File: src/rtl/wb_pkg.sv
// Shared types and constants for the writeback arbiter and its channel FIFOs.
package wb_pkg;

  typedef struct packed {
    logic [4:0]  rd;
    logic [63:0] data;
  } wb_entry_t;

  localparam logic [4:0] XZR = 5'd31;
  localparam int WB_DEPTH_DEFAULT = 2;

  // Round-robin state names the channel that wins the next tie.
  typedef enum logic {
    RR_MEM_FIRST = 1'b0,
    RR_ALU_FIRST = 1'b1
  } rr_state_t;

  typedef enum logic [1:0] {
    GNT_NONE = 2'd0,
    GNT_ALU  = 2'd1,
    GNT_MEM  = 2'd2
  } grant_t;

endpackage

File: src/rtl/wb_arbiter_if.sv
// Bus bundle between the ALU/load producers, the dispatch stage and the writeback arbiter.
interface wb_arbiter_if;

  logic        alu_valid;
  logic [4:0]  alu_rd;
  logic [63:0] alu_data;
  logic        alu_ready;

  logic        mem_valid;
  logic [4:0]  mem_rd;
  logic [63:0] mem_data;
  logic        mem_ready;

  logic        iss_valid;
  logic [4:0]  iss_rd;

  logic        we3;
  logic [4:0]  wa3;
  logic [63:0] wd3;
  logic [31:0] busy;

  modport slave (
    input  alu_valid, alu_rd, alu_data,
    input  mem_valid, mem_rd, mem_data,
    input  iss_valid, iss_rd,
    output alu_ready, mem_ready,
    output we3, wa3, wd3, busy
  );

  modport master (
    output alu_valid, alu_rd, alu_data,
    output mem_valid, mem_rd, mem_data,
    output iss_valid, iss_rd,
    input  alu_ready, mem_ready,
    input  we3, wa3, wd3, busy
  );

endinterface

File: src/rtl/wb_fifo.sv
// Per-channel FIFO of writeback entries; ready depends only on pre-edge occupancy.
module wb_fifo
  import wb_pkg::*;
#(
  parameter int DEPTH = WB_DEPTH_DEFAULT
) (
  input  logic      clk,
  input  logic      reset,
  input  logic      i_push,
  input  wb_entry_t i_data,
  output logic      o_ready,
  input  logic      i_pop,
  output logic      o_empty,
  output wb_entry_t o_head
);

  localparam int AW = $clog2(DEPTH);

  wb_entry_t   r_mem [DEPTH];
  logic [AW:0] r_wr_ptr;
  logic [AW:0] r_rd_ptr;
  logic        w_full;
  logic        w_do_push;
  logic        w_do_pop;

  // Extra MSB separates full (MSBs differ) from empty (pointers equal).
  assign w_full    = (r_wr_ptr[AW] != r_rd_ptr[AW]) &&
                     (r_wr_ptr[AW-1:0] == r_rd_ptr[AW-1:0]);
  assign o_empty   = (r_wr_ptr == r_rd_ptr);
  assign o_ready   = !w_full;
  assign w_do_push = i_push && !w_full;
  assign w_do_pop  = i_pop && !o_empty;
  assign o_head    = r_mem[r_rd_ptr[AW-1:0]];

  always_ff @(posedge clk) begin
    if (w_do_push) begin
      r_mem[r_wr_ptr[AW-1:0]] <= i_data;
    end
  end

  always_ff @(posedge clk or negedge reset) begin
    if (!reset) begin
      r_wr_ptr <= '0;
      r_rd_ptr <= '0;
    end else begin
      if (w_do_push) r_wr_ptr <= r_wr_ptr + 1'b1;
      if (w_do_pop)  r_rd_ptr <= r_rd_ptr + 1'b1;
    end
  end

endmodule

File: src/rtl/wb_arbiter.sv
// Merges ALU and load results onto the single register-file write port and
// tracks in-flight destination registers in a busy scoreboard.
module wb_arbiter
  import wb_pkg::*;
#(
  parameter int DEPTH = WB_DEPTH_DEFAULT
) (
  input  logic         clk,
  input  logic         reset,
  wb_arbiter_if.slave  bus
);

  wb_entry_t   w_alu_in;
  wb_entry_t   w_mem_in;
  wb_entry_t   w_alu_head;
  wb_entry_t   w_mem_head;
  wb_entry_t   w_sel;
  logic        w_alu_empty;
  logic        w_mem_empty;
  logic        w_alu_ready;
  logic        w_mem_ready;
  logic        w_we3_next;
  grant_t      w_grant;
  rr_state_t   r_rr_state;
  rr_state_t   w_rr_next;
  logic        r_we3;
  logic [4:0]  r_wa3;
  logic [63:0] r_wd3;
  logic [30:0] w_busy;

  assign w_alu_in = '{rd: bus.alu_rd, data: bus.alu_data};
  assign w_mem_in = '{rd: bus.mem_rd, data: bus.mem_data};

  wb_fifo #(.DEPTH(DEPTH)) u_alu_fifo (
    .clk     (clk),
    .reset   (reset),
    .i_push  (bus.alu_valid),
    .i_data  (w_alu_in),
    .o_ready (w_alu_ready),
    .i_pop   (w_grant == GNT_ALU),
    .o_empty (w_alu_empty),
    .o_head  (w_alu_head)
  );

  wb_fifo #(.DEPTH(DEPTH)) u_mem_fifo (
    .clk     (clk),
    .reset   (reset),
    .i_push  (bus.mem_valid),
    .i_data  (w_mem_in),
    .o_ready (w_mem_ready),
    .i_pop   (w_grant == GNT_MEM),
    .o_empty (w_mem_empty),
    .o_head  (w_mem_head)
  );

  always_ff @(posedge clk or negedge reset) begin
    if (!reset) r_rr_state <= RR_MEM_FIRST;
    else        r_rr_state <= w_rr_next;
  end

  // The channel just served loses the next tie.
  always_comb begin
    w_rr_next = r_rr_state;
    case (w_grant)
      GNT_ALU: w_rr_next = RR_MEM_FIRST;
      GNT_MEM: w_rr_next = RR_ALU_FIRST;
      default: w_rr_next = r_rr_state;
    endcase
  end

  always_comb begin
    w_grant = GNT_NONE;
    if (!w_alu_empty && !w_mem_empty) begin
      w_grant = (r_rr_state == RR_ALU_FIRST) ? GNT_ALU : GNT_MEM;
    end else if (!w_alu_empty) begin
      w_grant = GNT_ALU;
    end else if (!w_mem_empty) begin
      w_grant = GNT_MEM;
    end
  end

  assign w_sel      = (w_grant == GNT_ALU) ? w_alu_head : w_mem_head;
  assign w_we3_next = (w_grant != GNT_NONE) && (w_sel.rd != XZR);

  // XZR entries still load wa3/wd3 so the port shows what was discarded.
  always_ff @(posedge clk or negedge reset) begin
    if (!reset) begin
      r_we3 <= 1'b0;
      r_wa3 <= '0;
      r_wd3 <= '0;
    end else begin
      r_we3 <= w_we3_next;
      if (w_grant != GNT_NONE) begin
        r_wa3 <= w_sel.rd;
        r_wd3 <= w_sel.data;
      end
    end
  end

  for (genvar gi = 0; gi < 31; gi++) begin : g_busy
    logic r_bit;
    logic w_set;
    logic w_clr;

    assign w_set = bus.iss_valid && (bus.iss_rd == 5'(gi));
    assign w_clr = w_we3_next && (w_sel.rd == 5'(gi));

    always_ff @(posedge clk or negedge reset) begin
      if (!reset)     r_bit <= 1'b0;
      else if (w_set) r_bit <= 1'b1;
      else if (w_clr) r_bit <= 1'b0;
    end

    assign w_busy[gi] = r_bit;
  end

  assign bus.alu_ready = w_alu_ready;
  assign bus.mem_ready = w_mem_ready;
  assign bus.we3       = r_we3;
  assign bus.wa3       = r_wa3;
  assign bus.wd3       = r_wd3;
  assign bus.busy      = {1'b0, w_busy};

endmodule

File: src/flat_wrapper.sv
// flat-port wrapper written by rule: the top's interface ports become plain ports
module wb_arbiter_flat import wb_pkg::*;
#(
  parameter int DEPTH = WB_DEPTH_DEFAULT
)
  (clk, reset, bus_alu_valid, bus_alu_rd, bus_alu_data, bus_mem_valid, bus_mem_rd, bus_mem_data, bus_iss_valid, bus_iss_rd, bus_alu_ready, bus_mem_ready, bus_we3, bus_wa3, bus_wd3, bus_busy);
  wb_arbiter_if bus_i ();
  input  logic clk;
  input  logic reset;
  input wire logic [$bits(bus_i.alu_valid)-1:0] bus_alu_valid;
  input wire logic [$bits(bus_i.alu_rd)-1:0] bus_alu_rd;
  input wire logic [$bits(bus_i.alu_data)-1:0] bus_alu_data;
  input wire logic [$bits(bus_i.mem_valid)-1:0] bus_mem_valid;
  input wire logic [$bits(bus_i.mem_rd)-1:0] bus_mem_rd;
  input wire logic [$bits(bus_i.mem_data)-1:0] bus_mem_data;
  input wire logic [$bits(bus_i.iss_valid)-1:0] bus_iss_valid;
  input wire logic [$bits(bus_i.iss_rd)-1:0] bus_iss_rd;
  output wire logic [$bits(bus_i.alu_ready)-1:0] bus_alu_ready;
  output wire logic [$bits(bus_i.mem_ready)-1:0] bus_mem_ready;
  output wire logic [$bits(bus_i.we3)-1:0] bus_we3;
  output wire logic [$bits(bus_i.wa3)-1:0] bus_wa3;
  output wire logic [$bits(bus_i.wd3)-1:0] bus_wd3;
  output wire logic [$bits(bus_i.busy)-1:0] bus_busy;
  assign bus_i.alu_valid = bus_alu_valid;
  assign bus_i.alu_rd = bus_alu_rd;
  assign bus_i.alu_data = bus_alu_data;
  assign bus_i.mem_valid = bus_mem_valid;
  assign bus_i.mem_rd = bus_mem_rd;
  assign bus_i.mem_data = bus_mem_data;
  assign bus_i.iss_valid = bus_iss_valid;
  assign bus_i.iss_rd = bus_iss_rd;
  assign bus_alu_ready = bus_i.alu_ready;
  assign bus_mem_ready = bus_i.mem_ready;
  assign bus_we3 = bus_i.we3;
  assign bus_wa3 = bus_i.wa3;
  assign bus_wd3 = bus_i.wd3;
  assign bus_busy = bus_i.busy;
  wb_arbiter #(.DEPTH(DEPTH)) u_core (.clk(clk), .reset(reset), .bus(bus_i));
endmodule
File: config.mk
export PLATFORM = sky130hd
export DESIGN_NAME = wb_arbiter_flat
export DESIGN_NICKNAME = d
export VERILOG_FILES = /design/src/rtl/wb_pkg.sv /design/src/rtl/wb_arbiter_if.sv /design/src/rtl/wb_fifo.sv /design/src/rtl/wb_arbiter.sv /design/src/flat_wrapper.sv
export SDC_FILE = /design/constraint.sdc
export NUM_CORES = 1
export LEC_CHECK = 0
export CAP_MARGIN = 20
export CORE_MARGIN = 8
export CORE_UTILIZATION = 35
export CTS_CLUSTER_DIAMETER = 150
export DETAILED_ROUTE_END_ITERATION = 10
export PLACE_DENSITY = 0.62
export SYNTH_ARGS = -nofsm -noshare
export SYNTH_HDL_FRONTEND = slang
export SYNTH_SLANG_ARGS = --single-unit
File: constraint.sdc
create_clock -name clk -period 5.9 [get_ports clk]
set_input_delay 0.59 -clock clk [delete_from_list [all_inputs] [get_ports clk]]
set_output_delay 0.59 -clock clk [all_outputs]
set_load 0.03 [all_outputs]
==> run_results.csv, run 1 <==
group,metric,value,unit
critical_path,crit_type,"flip-flop to flip-flop",
floorplan,die-area,0.0522,mm²
power_and_ir_drop,ir_worst_vdd,425,µV
critical_path,r2r_slack,1.97,ns
floorplan,coreArea,0.0450,mm²
synth,synth_area,0.0158,mm²
critical_path,critPathMostFrequentCell,"nor2b_1",
power_and_ir_drop,p_leak,7.44,nW
synth,synth_top_area_cell,"edfxtp_1",
cts,cts_sinks,386,
timing,finalHoldViolCount,0,
critical_path,cp_max_fo,48,
cts,cts_setup_buffers,0,
finish,nets,1496,
cts,htreeDepth,2,
synth,async_flop_share,28.5,%
critical_path,r2r_end,"u_core.g_busy[18].r_bit",
job,cap_violations,0,
critical_path,critPathTopFamily,"compound AO/OA/AOI/OAI gates",
global_route,antenna_found_initial,11,
critical_path,path_buf_inv,1,
critical_path,crit_chain,"xnor2_1, nor2b_1, o21ai_0, inv_1, ha_1, nor2b_1, o211ai_1, a211oi_1, o22ai_1",
synth,synth-edff-count,276,
critical_path,rr_startpoint,"u_core.u_mem_fifo.r_rd_ptr[0]",
global_route,track_usage,15.3,%
floorplan,start_util,35.1,%
floorplan,die_width,229,µm
cts,numCtsBuffers,43,
detailed_routing,ant_nets,0,
timing,slew_headroom,30.0,%
critical_path,max_stage_delay,0.86,ns
power_and_ir_drop,power.density,633,mW/mm²
detailed_routing,post_drt_wl_per_cell,20.5,µm
finish,multi_input_area,0.00412,mm²
detailed_routing,drc,0,
critical_path,arrival,4.35,ns
detailed_routing,wirelength,40600,µm
cts,clock_path_buffers,3,
synth,synth-warning-count,0,
timing,setup_tns,0,ns
cts,insertion_delay,0.57,ns
finish,layout_common_cells,"276 x edfxtp_1, 249 x clkdlybuf4s50_1, 108 x dfrtp_1, 91 x nand2_1, 82 x o21ai_0",
global_route,grt_max_degree,98,
critical_path,crit_path_top_delay_cell,"dfrtp_4",
global_route,grt_pass1_wl,62200,µm
critical_path,reg2regPathDepth,9,
critical_path,cp-start-kind,"flip-flop",
timing,final-setup-viol-count,0,
synth,synth.avg_cell_area,14.1,µm²
timing,slew_violations,0,
synth,synth_area_leaders,"edfxtp_1 52%, dfrtp_1 17%, mux2_2 5.1%",
detailed_routing,drt-initial-drc-count,702,
global_route,grt-ovfl-total,0,
critical_path,required,6.32,ns
cts,path_clk_slew,0.06,ns
placement,gp_congestion,0.825,
timing,grt_setup_unrepaired,"false",
synth,synth_top_area_share,52.4,%
placement,dp_slack,1.80,ns
synth,synth-seq-cells,386,
synth,yosys.cell_types.count,45,
floorplan,rows,78,
timing,period_minus_slack,3.93,ns
floorplan,die_h,229,µm
finish,final_common_cell,"edfxtp_1",
cts,clock-root-buffer,"clkbuf_16",
timing,fin_ws,1.97,ns
cts,postCtsResizedCells,0,
detailed_routing,vias,9762,
timing,fin_skew,0.0209,ns
timing,tightest_slew,1.05,ns
synth,yosysSeqAreaShare,69.8,%
global_route,grt_pass1_vias,10300,
placement,portBuffers,250,
placement,dp_hpwl,26500,µm
critical_path,end_kind,"flip-flop",
synth,syn_inst,1121,
cts,cts_tree,"built",
finish,area_delta_synth_final,27.7,%
floorplan,boundaryPins,252,
timing,fin_hold_ws,0.479,ns
timing,fmax,254,MHz
detailed_routing,firstDrtPassIters,6,
worst_hold_path,hold_class,"primary input to async pin",
status,status,"complete, no violations",
synth,synthFlopType,"edfxtp_1",
synth,syn_nets,1272,
timing,post-route-period-util,66.7,%
finish,ff_latch_area,0.0110,mm²
finish,fillerInstances,3988,
finish,drive_gt1_share,13.1,%
cts,hold_buffers,0,
detailed_routing,vias_per_cell,4.92,
[through the flow]
step / std cells / area, µm² / power [mW] / utilization (%)
floorplan: 1121 / 15800 / 8.38 / -
global placement: 1896 / 18600 / 10.1 / 41.4
detailed placement: 1897 / 18700 / 10.2 / 41.5
CTS: 1976 / 20100 / 12.9 / 44.7
global route: 1983 / 20200 / 13.6 / 44.8
finish: 1985 / 20200 / 12.8 / 44.9
[synthesized netlist by cell type, types with 2 or more instances]
cell,n
nor3_1,17
nand3_1,4
nand2_1,91
buf_4,43
and3_1,4
xor2_1,3
dfrtp_1,110
clkbuf_1,17
xnor2_1,7
nor3b_1,8
mux2i_1,69
buf_1,2
and3b_1,11
buf_2,18
nor2b_1,6
o211ai_1,19
a211oi_1,21
edfxtp_1,276
mux2_2,72
a22oi_2,2
o22ai_1,20
o211ai_2,4
nor3b_2,3
inv_1,34
nand3b_1,2
a21oi_1,72
nand2b_1,5
buf_6,6
ha_1,3
o21ai_0,82
nor2_1,76
[report_power, final]
group / leakage [nW] / internal, mW / switching [mW]
clock network: 0.711 / 1.61 / 1.07
logic: 2.89 / 2.06 / 3.45
registers: 3.85 / 4.05 / 0.530
[registers in the layout (all words and copies together) (netlist names)]
name                        count
u_core.u_alu_fifo.r_mem       138
u_core.u_mem_fifo.r_mem       138
u_core.bus.wd3                 64
u_core.g_busy.r_bit            31
u_core.bus.wa3                  5
u_core.u_alu_fifo.r_rd_ptr      2
u_core.u_alu_fifo.r_wr_ptr      2
u_core.u_mem_fifo.r_rd_ptr      2
u_core.u_mem_fifo.r_wr_ptr      2
u_core.bus.we3                  1
u_core.r_rr_state               1
[cell families (layout without fill, tap and decap cells)]
group	after synthesis	after routing	share of synthesized area [%]
xor+xnor	10	10	0.554
flops	386	386	69.8
other cells	1	7	0.0237
mux	143	143	9.73
simple gates	230	230	6.73
buf+inv	121	379	4.32
compound gates	227	227	8.56
fa+ha+maj	3	3	0.237
[routing by layer]
metal  routed length (µm)  part of all wire (%)  vias up  global-route usage [%]
li1                     -                     -     4561                       -
met1                17000                    42     4792                    18.9
met2                19800                    49      317                    25.6
met3                 2520                   6.2       82                    3.93
met4                 1250                   3.1       10                    6.12
met5                   62                  0.15        -                       0
[worst max path at each step]
stage / from / to / slack [ns] / cells past startpoint
global placement: u_core.u_mem_fifo.r_rd_ptr[0] / u_core.bus.wd3[31] / 1.92 / 10
floorplan: u_core.u_alu_fifo.r_rd_ptr[0] / u_core.u_alu_fifo.r_mem[0][0] / 1.36 / 6
CTS: u_core.u_mem_fifo.r_rd_ptr[0] / u_core.bus.wd3[42] / 1.77 / 10
global route: u_core.u_mem_fifo.r_rd_ptr[0] / u_core.g_busy[18].r_bit / 1.63 / 9
detailed placement: u_core.u_mem_fifo.r_rd_ptr[0] / u_core.bus.wd3[35] / 1.80 / 10
finish: u_core.u_mem_fifo.r_rd_ptr[0] / u_core.g_busy[18].r_bit / 1.97 / 9
[final cells by class]
class / count / share of cell area (%)
inverters: 35 / 0.663
multi-input cells: 614 / 20.4
clock inverters: 18 / 0.924
well taps: 600 / 3.72
flip-flops and latches: 386 / 54.7
diodes: 6 / 0.0744
clock buffers: 61 / 6.17
repair buffers: 265 / 13.3
Power figures use the tool's default switching activity.
==> run 2, diff against run 1 <==
--- a/config.mk
+++ b/config.mk
@@ -10,7 +10,7 @@
 export CORE_UTILIZATION = 35
 export CTS_CLUSTER_DIAMETER = 150
 export DETAILED_ROUTE_END_ITERATION = 10
-export PLACE_DENSITY = 0.62
+export PLACE_DENSITY = 0.64
 export SYNTH_ARGS = -nofsm -noshare
 export SYNTH_HDL_FRONTEND = slang
 export SYNTH_SLANG_ARGS = --single-unit
==> constraint.sdc (replaced) <==
create_clock -name clk -period 3.32 [get_ports clk]
set_input_delay 0.332 -clock clk [delete_from_list [all_inputs] [get_ports clk]]
set_output_delay 0.332 -clock clk [all_outputs]
set_load 0.03 [all_outputs]
==> run_results.csv, run 2 (synthesis gave the netlist of run 1 again) <==
group,metric,value,unit
power_and_ir_drop,power_frac_comb,44.3,%
critical_path,critPathTopFamily,"simple AND/OR/NAND/NOR gates",
detailed_routing,firstDrtPassIters,6,
finish,nets,1500,
cts,path_clk_slew,0.06,ns
global_route,grt-ovfl-total,0,
global_route,grt_pass1_vias,10300,
job,cap_violations,0,
floorplan,rows,78,
timing,fmax,344,MHz
status,status,"complete, no violations",
critical_path,path_buf_inv,2,
critical_path,crit_type,"flip-flop to flip-flop",
cts,cts_sinks,386,
placement,portBuffers,250,
finish,final_common_cell,"edfxtp_1",
cts,insertion_delay,0.57,ns
power_and_ir_drop,swShare,39.7,%
detailed_routing,drt-initial-drc-count,754,
cts,clock-root-buffer,"clkbuf_16",
critical_path,end_kind,"flip-flop",
timing,final-setup-viol-count,0,
power_and_ir_drop,finalPower,22.7,mW
global_route,antenna_found_initial,4,
timing,setup_tns,0,ns
power_and_ir_drop,p_leak,7.45,nW
floorplan,boundaryPins,252,
critical_path,cp_max_fo,12,
finish,multi_input_area,0.00412,mm²
power_and_ir_drop,p_int,13.7,mW
timing,fin_ws,0.413,ns
critical_path,crit_chain,"xnor2_1, nor2b_1, o21ai_0, inv_1, ha_1, buf_4, mux2i_1, nor4_2, o211ai_1",
power_and_ir_drop,power.density,1120,mW/mm²
timing,fin_skew,0.0163,ns
cts,numCtsBuffers,42,
power_and_ir_drop,ir_worst_vdd,761,µV
detailed_routing,vias_per_cell,4.86,
cts,cts_tree,"built",
floorplan,coreArea,0.0450,mm²
detailed_routing,drc,0,
detailed_routing,post_drt_wl_per_cell,20.0,µm
power_and_ir_drop,switchingPower,9.00,mW
finish,fin_util,44.9,%
detailed_routing,ant_nets,0,
worst_hold_path,hold_class,"primary input to async pin",
critical_path,cp-start-kind,"flip-flop",
placement,dp_hpwl,26300,µm
global_route,grt_pass1_wl,61500,µm
cts,htreeDepth,2,
floorplan,start_util,35.1,%
timing,post-route-period-util,87.6,%
global_route,grt_max_degree,87,
timing,tightest_slew,0.949,ns
cts,cts_setup_buffers,0,
floorplan,die-area,0.0522,mm²
detailed_routing,vias,9653,
detailed_routing,wirelength,39700,µm
floorplan,die_h,229,µm
finish,area_delta_synth_final,27.8,%
placement,dp_slack,0.407,ns
placement,gp_congestion,0.873,
timing,period_minus_slack,2.91,ns
critical_path,max_stage_delay,0.54,ns
finish,drive_gt1_share,13.5,%
finish,fillerInstances,4039,
power_and_ir_drop,pwr-share-clk,20.8,%
timing,grt_setup_unrepaired,"false",
floorplan,die_width,229,µm
timing,finalHoldViolCount,0,
critical_path,required,3.74,ns
timing,slew_headroom,36.7,%
finish,ff_latch_area,0.0110,mm²
critical_path,crit_path_top_delay_cell,"nor4_2",
power_and_ir_drop,p_seq_share,34.9,%
timing,slew_violations,0,
cts,clock_path_buffers,3,
critical_path,arrival,3.32,ns
global_route,track_usage,15.0,%
finish,layout_common_cells,"276 x edfxtp_1, 249 x clkdlybuf4s50_1, 108 x dfrtp_1, 91 x nand2_1, 82 x o21ai_0",
-- run 2: path summary, 6_finish.rpt --
check | start | end | slack [ns] | cells after the start
worst max-delay path | u_core.u_mem_fifo.r_wr_ptr[0] | u_core.g_busy[23].r_bit | 0.41 | 9
worst min-delay path | reset | u_core.g_busy[15].r_bit | 0.19 | 2
worst max register to register | u_core.u_mem_fifo.r_wr_ptr[0] | u_core.g_busy[23].r_bit | 0.41 | 9
worst min register to register | u_core.bus.wd3[34] | u_core.bus.wd3[34] | 0.49 | 2
max in group asynchronous | reset | u_core.g_busy[23].r_bit | 2.50 | 3
min in group clk | bus_mem_data[56] | u_core.u_mem_fifo.r_mem[1][56] | 0.34 | 1
-- run 2: power groups by stage --
| stage | clock [mW] | combinational [mW] | sequential, mW |
|---|---|---|---|
| after floorplan | 0 | 6.17 | 8.69 |
| after global placement | 0 | 10.1 | 7.95 |
| after detailed placement | 0 | 10.2 | 8.01 |
| after CTS | 4.87 | 10.2 | 7.93 |
| after global routing | 5.03 | 11.0 | 8.09 |
| final | 4.72 | 10.1 | 7.92 |
-- run 2: timing repair --
item                      4_1_cts  5_1_grt
resized for setup               0        0
hold endpoints to repair       61        0
hold buffers                    1        0
-- run 2: final cells by class --
type / count / share of cell area [%]
Multi-Input combinational cell: 614 / 20.4
Antenna cell: 3 / 0.0372
Clock buffer: 56 / 5.97
Clock inverter: 22 / 1.09
Inverter: 35 / 0.663
Tap cell: 600 / 3.72
Sequential cell: 386 / 54.7
Timing Repair Buffer: 270 / 13.4
-- run 2: routing by layer --
metal	up-vias	wire length, µm	GRT usage, %
li1	4563	-	-
met1	4740	17300	18.9
met2	288	19000	24.7
met3	58	2520	4.08
met4	4	840	5.11
met5	-	27	0
-- run 2: per-stage QoR --
step | instance area, µm² | hold slack, ns | instances
after global placement | 18700 | 0.469 | 1903
after global routing | 20200 | 0.190 | 1984
after CTS | 20200 | 0.292 | 1982
after floorplan | 15800 | 0.0364 | 1121
final | 20200 | 0.185 | 1986
after detailed placement | 18700 | 0.474 | 1903
-- run 2: worst reg2reg max path, cell delays in order, from the launching register on --
cell and delay [ns]:
dfrtp_1 0.45, xnor2_1 0.17, nor2b_1 0.17, o21ai_0 0.45, inv_1 0.10, ha_1 0.34, buf_4 0.24, mux2i_1 0.16
nor4_2 0.54, o211ai_1 0.15
